File: config.mk
export PLATFORM = sky130hd
export DESIGN_NAME = svm_seq
export DESIGN_NICKNAME = d
export VERILOG_FILES = /design/src/rtl/svm_pkg.sv /design/src/rtl/svm_mac_acc.sv /design/src/rtl/svm_seq.sv
export SDC_FILE = /design/constraint.sdc
export NUM_CORES = 1
export LEC_CHECK = 0
export ABC_AREA = 1
export BUFFER_PORTS_ARGS = -buffer_cell sky130_fd_sc_hd__buf_2
export CAP_MARGIN = 25
export CORE_ASPECT_RATIO = 2
export CORE_MARGIN = 4
export CORE_UTILIZATION = 40
export CTS_CLUSTER_DIAMETER = 150
export CTS_CLUSTER_SIZE = 8
export DETAILED_ROUTE_END_ITERATION = 12
export PLACE_DENSITY = 0.59
export SLEW_MARGIN = 20
export SYNTH_ARGS = -nofsm -noshare
export SYNTH_HDL_FRONTEND = slang
export SYNTH_SLANG_ARGS = --single-unit
File: constraint.sdc
create_clock -name clk_i -period 12.34 [get_ports clk_i]
set_input_delay 1.851 -clock clk_i [delete_from_list [all_inputs] [get_ports clk_i]]
set_output_delay 1.851 -clock clk_i [all_outputs]
set_load 0.005 [all_outputs]
File: src/rtl/svm_pkg.sv
// rtl/svm_pkg.sv - shared types, sizes, weight-map bases and vote helper for the SVM sequencer
package svm_pkg;

    typedef logic [15:0]        T;
    typedef logic signed [15:0] TC;

    localparam int DIMS    = 21;
    localparam int INTER   = 6;
    localparam int CLASSES = 3;

    localparam int W1_BASE = 0;
    localparam int B1_BASE = 126;
    localparam int W2_BASE = 132;
    localparam int B2_BASE = 150;
    localparam int LATENCY = INTER * (DIMS + 1) + 1 + CLASSES * (INTER + 1) + 1 + 1;

    typedef enum logic [2:0] {
        S_IDLE,
        S_LOAD,
        S_L1,
        S_DR1,
        S_L2,
        S_DR2,
        S_VOTE,
        S_OUT
    } state_t;

    // One-vs-one vote over three classes; equal vote counts fall through to the higher class.
    function automatic logic [1:0] vote3(input TC y0, input TC y1, input TC y2);
        logic       g0, g1, g2;
        logic [1:0] v0, v1, v2;
        g0 = y0 > 16'sd0;
        g1 = y1 > 16'sd0;
        g2 = y2 > 16'sd0;
        v0 = {1'b0, g0} + {1'b0, g1};
        v1 = {1'b0, !g0} + {1'b0, g2};
        v2 = {1'b0, !g1} + {1'b0, !g2};
        if (v0 > v1) return (v0 > v2) ? 2'd0 : 2'd2;
        else         return (v1 > v2) ? 2'd1 : 2'd2;
    endfunction

endpackage

File: src/rtl/svm_mac_acc.sv
// rtl/svm_mac_acc.sv - shared 16x16 signed MAC with 32-bit wrapping accumulator
module svm_mac_acc (
    input  logic               clk_i,
    input  logic               rst_i,
    input  logic               en,
    input  logic               load,
    input  logic signed [15:0] a,
    input  logic signed [15:0] b,
    output logic [15:0]        res
);

    logic signed [31:0] acc;
    logic signed [31:0] prod;
    logic signed [31:0] acc_nxt;

    // A load takes the bias word itself, sign-extended, rather than a product.
    assign prod    = a * b;
    assign acc_nxt = load ? {{16{b[15]}}, b} : acc + prod;
    assign res     = acc_nxt[15:0];

    always_ff @(posedge clk_i) begin
        if (rst_i)   acc <= '0;
        else if (en) acc <= acc_nxt;
    end

endmodule

File: src/rtl/svm_seq.sv
// rtl/svm_seq.sv - time-multiplexed two-layer SVM sequencer over one shared MAC
module svm_seq
    import svm_pkg::*;
#(
    parameter int AW = 8
) (
    input  logic          clk_i,
    input  logic          rst_i,
    input  logic          din_valid_i,
    input  logic [15:0]   din_i,
    output logic          din_ready_o,
    output logic          w_en_o,
    output logic [AW-1:0] w_addr_o,
    input  logic [15:0]   w_rdata_i,
    output logic          class_valid_o,
    output logic [1:0]    class_o,
    input  logic          class_ready_i,
    output logic          busy_o
);

    localparam logic [4:0] CNT_LD = 5'(DIMS - 1);
    localparam logic [4:0] CNT_L1 = 5'(DIMS);
    localparam logic [4:0] CNT_L2 = 5'(INTER);
    localparam logic [2:0] IDX_L1 = 3'(INTER - 1);
    localparam logic [2:0] IDX_L2 = 3'(CLASSES - 1);

    state_t        state, state_nxt;
    logic [4:0]    cnt, op_idx;
    logic [2:0]    idx;
    T              x [DIMS];
    T              h [INTER];
    T              y [CLASSES];
    logic [AW-1:0] addr_q, issue_addr;
    logic          w_en, din_ready, class_valid;
    logic          p_vld, p_load, p_last, p_l2;
    logic [2:0]    p_dst;
    T              p_op;
    logic [15:0]   mac_res;
    logic [1:0]    class_q;

    always_ff @(posedge clk_i) begin
        if (rst_i) state <= S_IDLE;
        else       state <= state_nxt;
    end

    always_comb begin
        state_nxt   = state;
        w_en        = 1'b0;
        din_ready   = 1'b0;
        class_valid = 1'b0;
        case (state)
            S_IDLE: begin
                din_ready = 1'b1;
                if (din_valid_i) state_nxt = (cnt == CNT_LD) ? S_L1 : S_LOAD;
            end
            S_LOAD: begin
                din_ready = 1'b1;
                if (din_valid_i && cnt == CNT_LD) state_nxt = S_L1;
            end
            S_L1: begin
                w_en = 1'b1;
                if (cnt == CNT_L1 && idx == IDX_L1) state_nxt = S_DR1;
            end
            S_DR1: state_nxt = S_L2;
            S_L2: begin
                w_en = 1'b1;
                if (cnt == CNT_L2 && idx == IDX_L2) state_nxt = S_DR2;
            end
            S_DR2:  state_nxt = S_VOTE;
            S_VOTE: state_nxt = S_OUT;
            S_OUT: begin
                class_valid = 1'b1;
                if (class_ready_i) state_nxt = S_IDLE;
            end
            default: state_nxt = S_IDLE;
        endcase
    end

    // cnt==0 is the bias issue of a neuron; cnt=k>0 is the weight for input k-1.
    always_comb begin
        issue_addr = addr_q;
        op_idx     = (cnt == 5'd0) ? 5'd0 : cnt - 5'd1;
        if (state == S_L1)
            issue_addr = (cnt == 5'd0) ? AW'(B1_BASE + int'(idx))
                                       : AW'(W1_BASE + int'(op_idx) * INTER + int'(idx));
        else if (state == S_L2)
            issue_addr = (cnt == 5'd0) ? AW'(B2_BASE + int'(idx))
                                       : AW'(W2_BASE + int'(op_idx) * CLASSES + int'(idx));
    end

    always_ff @(posedge clk_i) begin
        if (rst_i) begin
            cnt     <= '0;
            idx     <= '0;
            addr_q  <= '0;
            p_vld   <= 1'b0;
            p_load  <= 1'b0;
            p_last  <= 1'b0;
            p_l2    <= 1'b0;
            p_dst   <= '0;
            p_op    <= '0;
            class_q <= '0;
        end else begin
            p_vld <= w_en;
            if (din_ready && din_valid_i) begin
                x[cnt] <= din_i;
                cnt    <= (cnt == CNT_LD) ? 5'd0 : cnt + 5'd1;
            end
            if (w_en) begin
                addr_q <= issue_addr;
                p_load <= (cnt == 5'd0);
                p_op   <= (state == S_L2) ? h[op_idx[2:0]] : x[op_idx];
                p_l2   <= (state == S_L2);
                p_dst  <= idx;
                p_last <= (cnt == ((state == S_L2) ? CNT_L2 : CNT_L1));
                if (cnt == ((state == S_L2) ? CNT_L2 : CNT_L1)) begin
                    cnt <= 5'd0;
                    idx <= (idx == ((state == S_L2) ? IDX_L2 : IDX_L1)) ? 3'd0 : idx + 3'd1;
                end else begin
                    cnt <= cnt + 5'd1;
                end
            end
            // The MAC result on a neuron's final weight is the truncated activation.
            if (p_vld && p_last) begin
                if (p_l2) y[p_dst[1:0]] <= mac_res;
                else      h[p_dst]      <= mac_res;
            end
            if (state == S_VOTE) class_q <= vote3(y[0], y[1], y[2]);
        end
    end

    svm_mac_acc u_mac (
        .clk_i (clk_i),
        .rst_i (rst_i),
        .en    (p_vld),
        .load  (p_load),
        .a     (p_op),
        .b     (w_rdata_i),
        .res   (mac_res)
    );

    assign din_ready_o   = din_ready;
    assign w_en_o        = w_en;
    assign w_addr_o      = w_en ? issue_addr : addr_q;
    assign class_valid_o = class_valid;
    assign class_o       = class_q;
    assign busy_o        = (state != S_IDLE);

endmodule

==> impl_metrics.toml <==
[outcome]
outcome = "finished clean"

[cts]
cts-resized-gates = 0
cts_tree = "yes"
clockRootBuffer = "clkbuf_16"
path_clk_slew_ns = 0.05
postCtsSetupBuffers = 0
clock_latency_ns = 0.62
cts_buffers = 77
cts.sinks = 540
clockBufferDepth = 3
hold_buffers = 0
htree_num_levels = 3

[logic_synthesis]
async_reset_ff_frac = 0
yosysSeqAreaShare = 0.5664
synth_area_sq_um = 27570
synth.most_common_cell = "edfxtp_1"
postSynthCellCount = 2624
synth_cell_types = 50
synth_flop_cell = "edfxtp_1"
synth_nets = 2855
ys_ff_latch = 540
ys_warn_count = 0
yosys.area_share.simple = 0.1420
synth_top_family_by_area = "simple AND/OR/NAND/NOR gates"
synth_xor_area_frac = 0.003494
synth_area_leaders = "edfxtp_1 52%, fa_1 7.2%, nand2_1 5.7%"
synth-adder-area-share = 0.1155
synthMuxAreaShare = 0
synth_commonest_cells = "480 x edfxtp_1, 418 x nand2_1, 386 x inv_1"
synth_top_area_share = 0.5228
avgSynthCellArea_sq_um = 10.51
yosysTopAreaCell = "edfxtp_1"
synth_compound_area_frac = 0.09662
synth_edf_count = 480

[cells_and_area]
diodes = 0
seqCellArea_sq_um = 15620
drive_gt1_frac = 0.09299
fin_util = 0.4541
fill_cells = 6262
final_area_sq_um = 30910
finalNetCount = 2904
area_growth_pct = 12.13
multi_input_area_sq_um = 9918

[routing]
vias = 19050
drtIter0Drc = 1059
wl_per_cell_um = 20.31
viasPerCell = 5.293
antenna_left = 0
drt-total-wl_um = 73100
post-route-drc-count = 0
firstDrtPassIters = 6

[timing]
whs_ns = 0.4556
finalMaxSlewViolations = 0
maxClockFrequency_ghz = 0.1242
relSlewSlack = 0.3258
finalCriticalPeriod_ns = 8.054
hold_violations = 0
setup_viol = 0
rsz0062_at_grt = "no"
fin_crit_sh = 0.6527
skew_ns = 0.02561
setup_slack_ns = 4.286
finalSetupTns_ns = 0
worst_pin_slew_ns = 1.005

[global_routing]
grt_max_degree = 84
track_usage = 0.1982
grt_pass1_wl_um = 112700
grt_pass1_vias = 20000
antenna_found_initial = 0
grt_overflow = 0

[place]
dp_slack_ns = 4.461
place_area_sq_um = 28760
gp_congestion = 0.8571
io_buffer_count = 49
dp_hpwl_um = 50120

[setup_path]
r2r_slack_ns = 5.92
end_kind = "primary output"
criticalPathCategory = "reg2out"
arrival_ns = 6.20
crit_fanout = 58
critPathLaunchType = "flop"
required_ns = 10.49

[floorplan]
die_area_sq_um = 73440
num_io_pins = 50
die_h_um = 379.3
start_util = 0.4050
rows = 135
coreArea_sq_um = 68070
die_w_um = 193.6

[run]
maxCapViolations = 0

[power_and_ir_drop]
p_leak_nw = 12.67
vdd_drop_max_uv = 137.0
power_density_nw_per_um2 = 238.7

[min_path]
hp-class = "reg2reg"
[logic make-up after synthesis]
family	count (synthesis)
AO/OA/AOI/OAI	439
AND/OR/NAND/NOR	915
XOR/XNOR	11
buffers and inverters	524
flip-flops	540
adder cells (fa/ha/maj)	195
[per-layer routing]
layer,vias to the layer above,share of wire,track usage
met5,-,0,0
met4,0,0.046,0.09654
met3,188,0.036,0.02418
met2,477,0.57,0.3981
met1,9498,0.35,0.1986
li1,8891,-,-
[state kept, by name, summed over array words and instances, names as in the netlist]
| signal | count |
|---|---|
| p_l2 | 1 |
| addr_q | 8 |
| p_dst | 3 |
| h | 96 |
| state | 3 |
| x | 336 |
| p_last | 1 |
| u_mac.acc | 16 |
| p_op | 16 |
| y | 48 |
| class_o | 2 |
| p_load | 1 |
| p_vld | 1 |
| cnt | 5 |
| idx | 3 |
[power by group]
part	switching [mW]	internal, mW	leakage, nW
sequential	0.0642	2.31	4.82
clock	0.728	1.17	1.04
combinational	2.19	0.917	6.81
total	2.98	4.40	12.7
[area by class of cell]
| cell class | instances | area share |
|---|---|---|
| Clock buffer | 111 | 0.06714 |
| Clock inverter | 5 | 0.002712 |
| Multi-Input combinational cell | 1560 | 0.3208 |
| Inverter | 396 | 0.04824 |
| Tap cell | 890 | 0.03602 |
| Sequential cell | 540 | 0.5051 |
| Timing Repair Buffer | 98 | 0.01995 |
[layout by cell type, fill, tap and decap left out, types with 3 or more instances in the layout]
master     Yosys  layout
o21ai_1       13      17
clkbuf_16      0      78
o22ai_1       39      39
nand4_1        5       5
nor3_4         2       4
buf_4         12      48
o21ai_0      173     169
a21oi_1       60      60
nor3_1        14       9
nor2_1       264     256
a211oi_1       3       3
o31ai_1        3       3
xnor2_1        4       4
buf_2         41      49
edfxtp_1     480     480
nand2_1      418     417
o211ai_1      82      82
nor2_2         0       8
nor4_1        10      10
o21a_1         3       3
xor2_1         7       7
nand3_1      110     110
dfxtp_1       60      60
fa_1          99      99
or2_1         45      45
inv_2          9       8
o21bai_1      12      12
a22o_1         4       4
a31oi_1       16      16
or2_2         37      37
nor3_2         0       3
ha_1          96      96
inv_1        386     386
clkbuf_1      67      33
o221ai_1      21      21
[worst max-delay path, cell delays in order (launching register included)]
cell	delay, ns
dfxtp_1	0.29
buf_4	0.23
inv_2	0.07
buf_4	0.59
ha_1	0.44
nand2_8	0.16
nand2_4	0.57
inv_2	0.58
fa_1	0.58
fa_1	0.50
ha_1	0.18
inv_1	0.06
fa_1	0.41
nor2_1	0.12
a211oi_1	0.06
xor2_1	0.14
o21ai_0	0.15
nand2_1	0.08
nand2_1	0.15
buf_2	0.16
[worst paths after layout]
check             cells after the start     endpoint      from
setup / recovery                     19  w_addr_o[6]    cnt[0]
hold / removal                        2     p_op[15]  p_op[15]
setup reg to reg                     21     y[2][14]   p_op[6]
hold reg to reg                       2     p_op[15]  p_op[15]
[through the flow]
step	cells	power (mW)
floorplan	2624	4.496
detailed placement	3484	5.512
global placement	3483	5.442
CTS	3600	7.440
global route	3600	7.885
finish	3600	7.380
Note: power is estimated with default switching activity, not from simulation.
